<file path="config.mk">
export PLATFORM = sky130hd
export DESIGN_NAME = whack_scorer
export DESIGN_NICKNAME = d
export VERILOG_FILES = /design/src/rtl/whack_scorer.sv
export SDC_FILE = /design/constraint.sdc
export NUM_CORES = 1
export LEC_CHECK = 0
export ABC_AREA = 1
export ABC_CLOCK_PERIOD_IN_PS = 7600
export BUFFER_PORTS_ARGS = -buffer_cell sky130_fd_sc_hd__buf_2
export CAP_MARGIN = 40
export CORE_ASPECT_RATIO = 0.6
export CORE_UTILIZATION = 25
export CTS_CLUSTER_SIZE = 16
export DETAILED_ROUTE_END_ITERATION = 10
export GPL_TIMING_DRIVEN = 0
export HOLD_SLACK_MARGIN = 0.08
export SETUP_SLACK_MARGIN = 0.15
export SYNTH_ARGS = -nofsm -noshare
export SYNTH_HDL_FRONTEND = slang
export SYNTH_SLANG_ARGS = --single-unit
</file>
<file path="constraint.sdc">
create_clock -name clk -period 7.6 [get_ports clk]
set_clock_uncertainty 0.05 [all_clocks]
set_input_delay 0.76 -clock clk [delete_from_list [all_inputs] [get_ports clk]]
set_output_delay 0.76 -clock clk [all_outputs]
set_load 0.01 [all_outputs]
</file>
<file path="src/rtl/whack_scorer.sv">
// whack_scorer: per-player scoring engine for the whack-a-mole game.
// Brings the raw switch levels into clk_sys time, detects toggles in both
// directions, and classifies each toggle against the live mole map as a hit
// or a miss. Keeps a saturating score and a hit streak. A hole that has
// already scored stays consumed until its mole goes dark.
//
// Ports:
//   clk     system clock
//   rst     asynchronous active-high reset
//   enable  game running; toggles are ignored while low
//   clear   synchronous clear of score, streak and consumed mask
//   sw      raw switch levels, asynchronous to clk
//   ledr    mole-present map, synchronous to clk
//   point   one-cycle pulse, at least one hit this cycle
//   miss    one-cycle pulse, at least one miss this cycle
//   score   current score, clamped to [0, 2^SCORE_W-1]
//   streak  hits since the last miss, saturating
module whack_scorer #(
   parameter int N_HOLES = 18,
   parameter int SCORE_W = 10,
   parameter int PENALTY = 1,
   parameter int HIT_PTS = 1
) (
   input  logic               clk,
   input  logic               rst,
   input  logic               enable,
   input  logic               clear,
   input  logic [N_HOLES-1:0] sw,
   input  logic [N_HOLES-1:0] ledr,
   output logic               point,
   output logic               miss,
   output logic [SCORE_W-1:0] score,
   output logic [SCORE_W-1:0] streak
);

   localparam int CW = $clog2(N_HOLES + 1);
   localparam int EW = SCORE_W + $clog2(N_HOLES) + 2;
   localparam logic signed [EW-1:0] MAX_S = EW'((1 << SCORE_W) - 1);

   logic [N_HOLES-1:0] sw_s1, sw_s2, sw_prev, consumed;
   logic [N_HOLES-1:0] sw_edge, hit, miss_v;
   logic [1:0]         warm;
   logic [CW-1:0]      nh, nm;
   logic signed [EW-1:0] score_sum, streak_sum;
   logic [SCORE_W-1:0] score_next, streak_next;

   always_comb begin
      sw_edge = sw_s2 ^ sw_prev;
      hit     = enable ? (sw_edge & ledr & ~consumed) : '0;
      miss_v  = enable ? (sw_edge & ~ledr) : '0;

      nh = '0;
      nm = '0;
      for (int j = 0; j < N_HOLES; j++) begin
         nh = nh + CW'(hit[j]);
         nm = nm + CW'(miss_v[j]);
      end

      // Wide enough that neither the add nor the subtract can wrap before clamping.
      score_sum = EW'(score) + EW'(nh) * EW'(HIT_PTS) - EW'(nm) * EW'(PENALTY);
      if (score_sum < 0)
         score_next = '0;
      else if (score_sum > MAX_S)
         score_next = '1;
      else
         score_next = score_sum[SCORE_W-1:0];

      streak_sum = EW'(streak) + EW'(nh);
      if (nm != '0)
         streak_next = '0;
      else if (streak_sum > MAX_S)
         streak_next = '1;
      else
         streak_next = streak_sum[SCORE_W-1:0];
   end

   always_ff @(posedge clk or posedge rst) begin
      if (rst) begin
         sw_s1    <= '0;
         sw_s2    <= '0;
         sw_prev  <= '0;
         warm     <= '0;
         consumed <= '0;
         point    <= 1'b0;
         miss     <= 1'b0;
         score    <= '0;
         streak   <= '0;
      end else begin
         sw_s1 <= sw;
         sw_s2 <= sw_s1;
         // Until the synchroniser has filled, track sw_s1 so that switches
         // already high at reset release do not appear as toggles.
         if (warm != 2'd2) begin
            sw_prev <= sw_s1;
            warm    <= warm + 2'd1;
         end else begin
            sw_prev <= sw_s2;
         end

         if (clear) begin
            consumed <= '0;
            score    <= '0;
            streak   <= '0;
            point    <= 1'b0;
            miss     <= 1'b0;
         end else begin
            consumed <= (consumed | hit) & ledr;
            score    <= score_next;
            streak   <= streak_next;
            point    <= |hit;
            miss     <= |miss_v;
         end
      end
   end

endmodule

</file>
==> impl_metrics.tcl <==
set metrics [dict create \
    wl_per_cell_um 13.1 \
    drt_pass1_iterations 5 \
    dr.first_iter.drc_count 204 \
    antenna_found_initial 3 \
    die_x_um 196 \
    swShare_pct 42.0 \
    status "completed" \
    synth_area_leaders "dfrtp_1, fa_1, ha_1" \
    portBuffers 60 \
    synth_edf_count 0 \
    rsz0062_at_grt "no" \
    cts_tree "done" \
    row_count 42 \
    clock_latency_ns 0.34 \
    cts.sinks 96 \
    p_seq_share_pct 27.1 \
    area_growth_syn_to_layout_pct 18.0 \
    combPwrFrac_pct 52.2 \
    place_congestion 0.823 \
    tightest_slew_ns 0.668 \
    final-setup-viol-count 0 \
    grt_pass1_wl_mm 22.0 \
    period_share_pct 91.0 \
    design.core.area_um2 22100 \
    postCtsResizedCells 0 \
    synthTopCellsByCount "inv_1, nand2_1, dfrtp_1, nor2_1, a21oi_1" \
    post_cts_buffers 0 \
    pre_cts_slack_ns 0.360 \
    endpoint_kind "register" \
    ys.flop_type "dfrtp_1" \
    num_vias 4184 \
    root_buffer "clkbuf_16" \
    ys_ff_latch 96 \
    slew_headroom_pct 55.5 \
    nets 810 \
    irDropWorstVdd_mv 0.190 \
    period_minus_slack_ns 6.92 \
    placed_cell_area_um2 6360 \
    grt_usage_pct 12.4 \
    yosysTopAreaCell "dfrtp_1" \
    max_freq_mhz 145 \
    design.portCount 62 \
    syn_area_um2 5650 \
    hold_violations 0 \
    cp.required_ns 7.78 \
    switching_power_mw 0.917 \
    dp_cells 1001 \
    start_util_pct 25.5 \
    setup_ws_ns 0.681 \
    grt_max_degree 62 \
    setup_tns_ns 0 \
    worstHoldPathType "register to register" \
    ys_types 35 \
    synth_cells 632 \
    p_leak_nw 3.55 \
    r2r_start "sw_s2[5]" \
    die_h_um 118 \
    drive_above_1_share_pct 14.5 \
    drcViolationCount 0 \
    setup.worst_path.start "enable" \
    min-delay-start "sw_s1[10]" \
    cts_buffers 9 \
    final_cell_count_no_fill 1020 \
    finalWirelength_mm 13.4 \
    die_area_um2 23200 \
    postLayoutCellArea_um2 6660 \
    startpoint_type "input pin" \
    path_class "input pin to register" \
    htree_levels 3 \
    clock_path_buffers 2 \
    power.density_nw_per_um2 328 \
    synth.avg_cell_area_um2 8.94 \
    fillers 2368 \
    grt_pass1_vias 4158 \
    post-dp-hpwl_mm 10.8 \
    internal_power_mw 1.27 \
    seq_area_frac_synth_pct 42.5 \
    arrival_ns 7.10 \
    synthArstFlopShare_pct 100 \
    ys_warn_count 0 \
    whs_ns 0.326 \
    cts.clk_slew.worst_paths_ns 0.06 \
    synth_top_cell_area_share_pct 42.5 \
    drv_slew 0 \
    viasPerCell 4.10 \
    power_frac_clock_pct 20.7 \
    critPathMaxFanout 10 \
    ant_nets 0 \
    drv_cap 0 \
    hold_buffers 0 \
    grt_overflow 0 \
    synth_fp_nets 738 \
]
==> cell usage in the layout, fill, tap and decap left out, types with 3 or more instances in the layout <==
cell type and n:
buf_2 62, mux2_2 8, xnor2_1 12, ha_1 36, a21oi_1 41, o21ai_0 19, nor3_1 6, dfrtp_1 96
nor2_1 68, nor2_2 3, xor2_1 9, clkbuf_1 4, clkbuf_16 9, inv_1 116, diode_2 4, a211oi_1 8
inv_2 3, nand3b_1 3, nand3_1 25, fa_1 30, nand4_1 7, nand2_1 117
==> critical path, stage by stage <==
cell and delay (ns):
buf_2 0.25, nand3_1 0.12, nor3_1 0.43, inv_1 0.13, fa_1 0.56, fa_1 0.44
fa_1 0.52, fa_1 0.54, fa_1 0.55, inv_1 0.04, ha_1 0.22, fa_1 0.40
xor2_1 0.29, fa_1 0.49, ha_1 0.39, nand2_1 0.12, nand2_1 0.05, nand2_1 0.05
nand2_1 0.05, nand2_1 0.14, nand4_2 0.19, nand2_4 0.18, inv_2 0.05, o21ai_0 0.07
inv_1 0.05
==> layout make-up <==
cell class              count  area (µm²)  share of cell area (%)
diodes                      4        10.0                   0.150
plain buffers               7        32.5                   0.488
clock buffers              12         246                    3.70
clock inverters             3        42.5                   0.638
inverters                 120         453                    6.80
multi-input cells         409        2760                    41.5
flip-flops and latches     96        2400                    36.0
well taps                 308         385                    5.78
repair buffers             61         328                    4.92
==> routing by layer <==
layer  GRT usage (%)  part of all wire [%]
met4            2.34                  0.65
met1            19.2                    56
met2            16.3                    37
met3            4.17                   6.1
met5               0                     0
==> through the flow <==
stage               utilization, %  power, mW
finish                        30.1       2.18
global route                  30.1       2.42
CTS                           30.1       2.21
floorplan                        -       1.47
global placement              28.6       1.73
detailed placement            28.8       1.73
==> registers in the layout, summed over array words and instances (netlist names) <==
signal,count
consumed,18
sw_prev,18
sw_s1,18
sw_s2,18
score,10
streak,10
warm,2
miss,1
point,1
==> path summary, 6_finish.rpt <==
kind | slack [ns] | cells past startpoint | to
hold reg to reg | 0.33 | 0 | sw_s2[10]
setup reg to reg | 0.91 | 25 | score[1]
max in group asynchronous | 6.41 | 3 | consumed[3]
setup / recovery | 0.68 | 25 | score[1]
min in group asynchronous | 0.39 | 2 | score[7]
hold / removal | 0.33 | 0 | sw_s2[10]
==> kinds of logic (layout without fill, tap and decap cells) <==
| family | after synthesis | in the layout | share of synthesized area, % |
|---|---|---|---|
| buffers and inverters | 127 | 203 | 8.55 |
| AOI/OAI and AO/OA | 76 | 76 | 7.51 |
| muxes | 8 | 8 | 1.59 |
| other | 0 | 4 | 0 |
| and+or+nand+nor | 238 | 238 | 18.0 |
| xor gates and xnor gates | 21 | 21 | 3.26 |
| adders and majority gates | 66 | 66 | 18.6 |
| DFF | 96 | 96 | 42.5 |
==> power by group through the flow <==
stage	logic [mW]	registers [mW]	clock network [mW]
4_1_cts	1.14	0.594	0.472
3_3_place_gp	1.12	0.602	0
2_1_floorplan	0.865	0.608	0
5_1_grt	1.33	0.601	0.487
6_report	1.14	0.592	0.451
3_5_place_dp	1.13	0.604	0
Note: power is estimated with default switching activity, not from simulation.
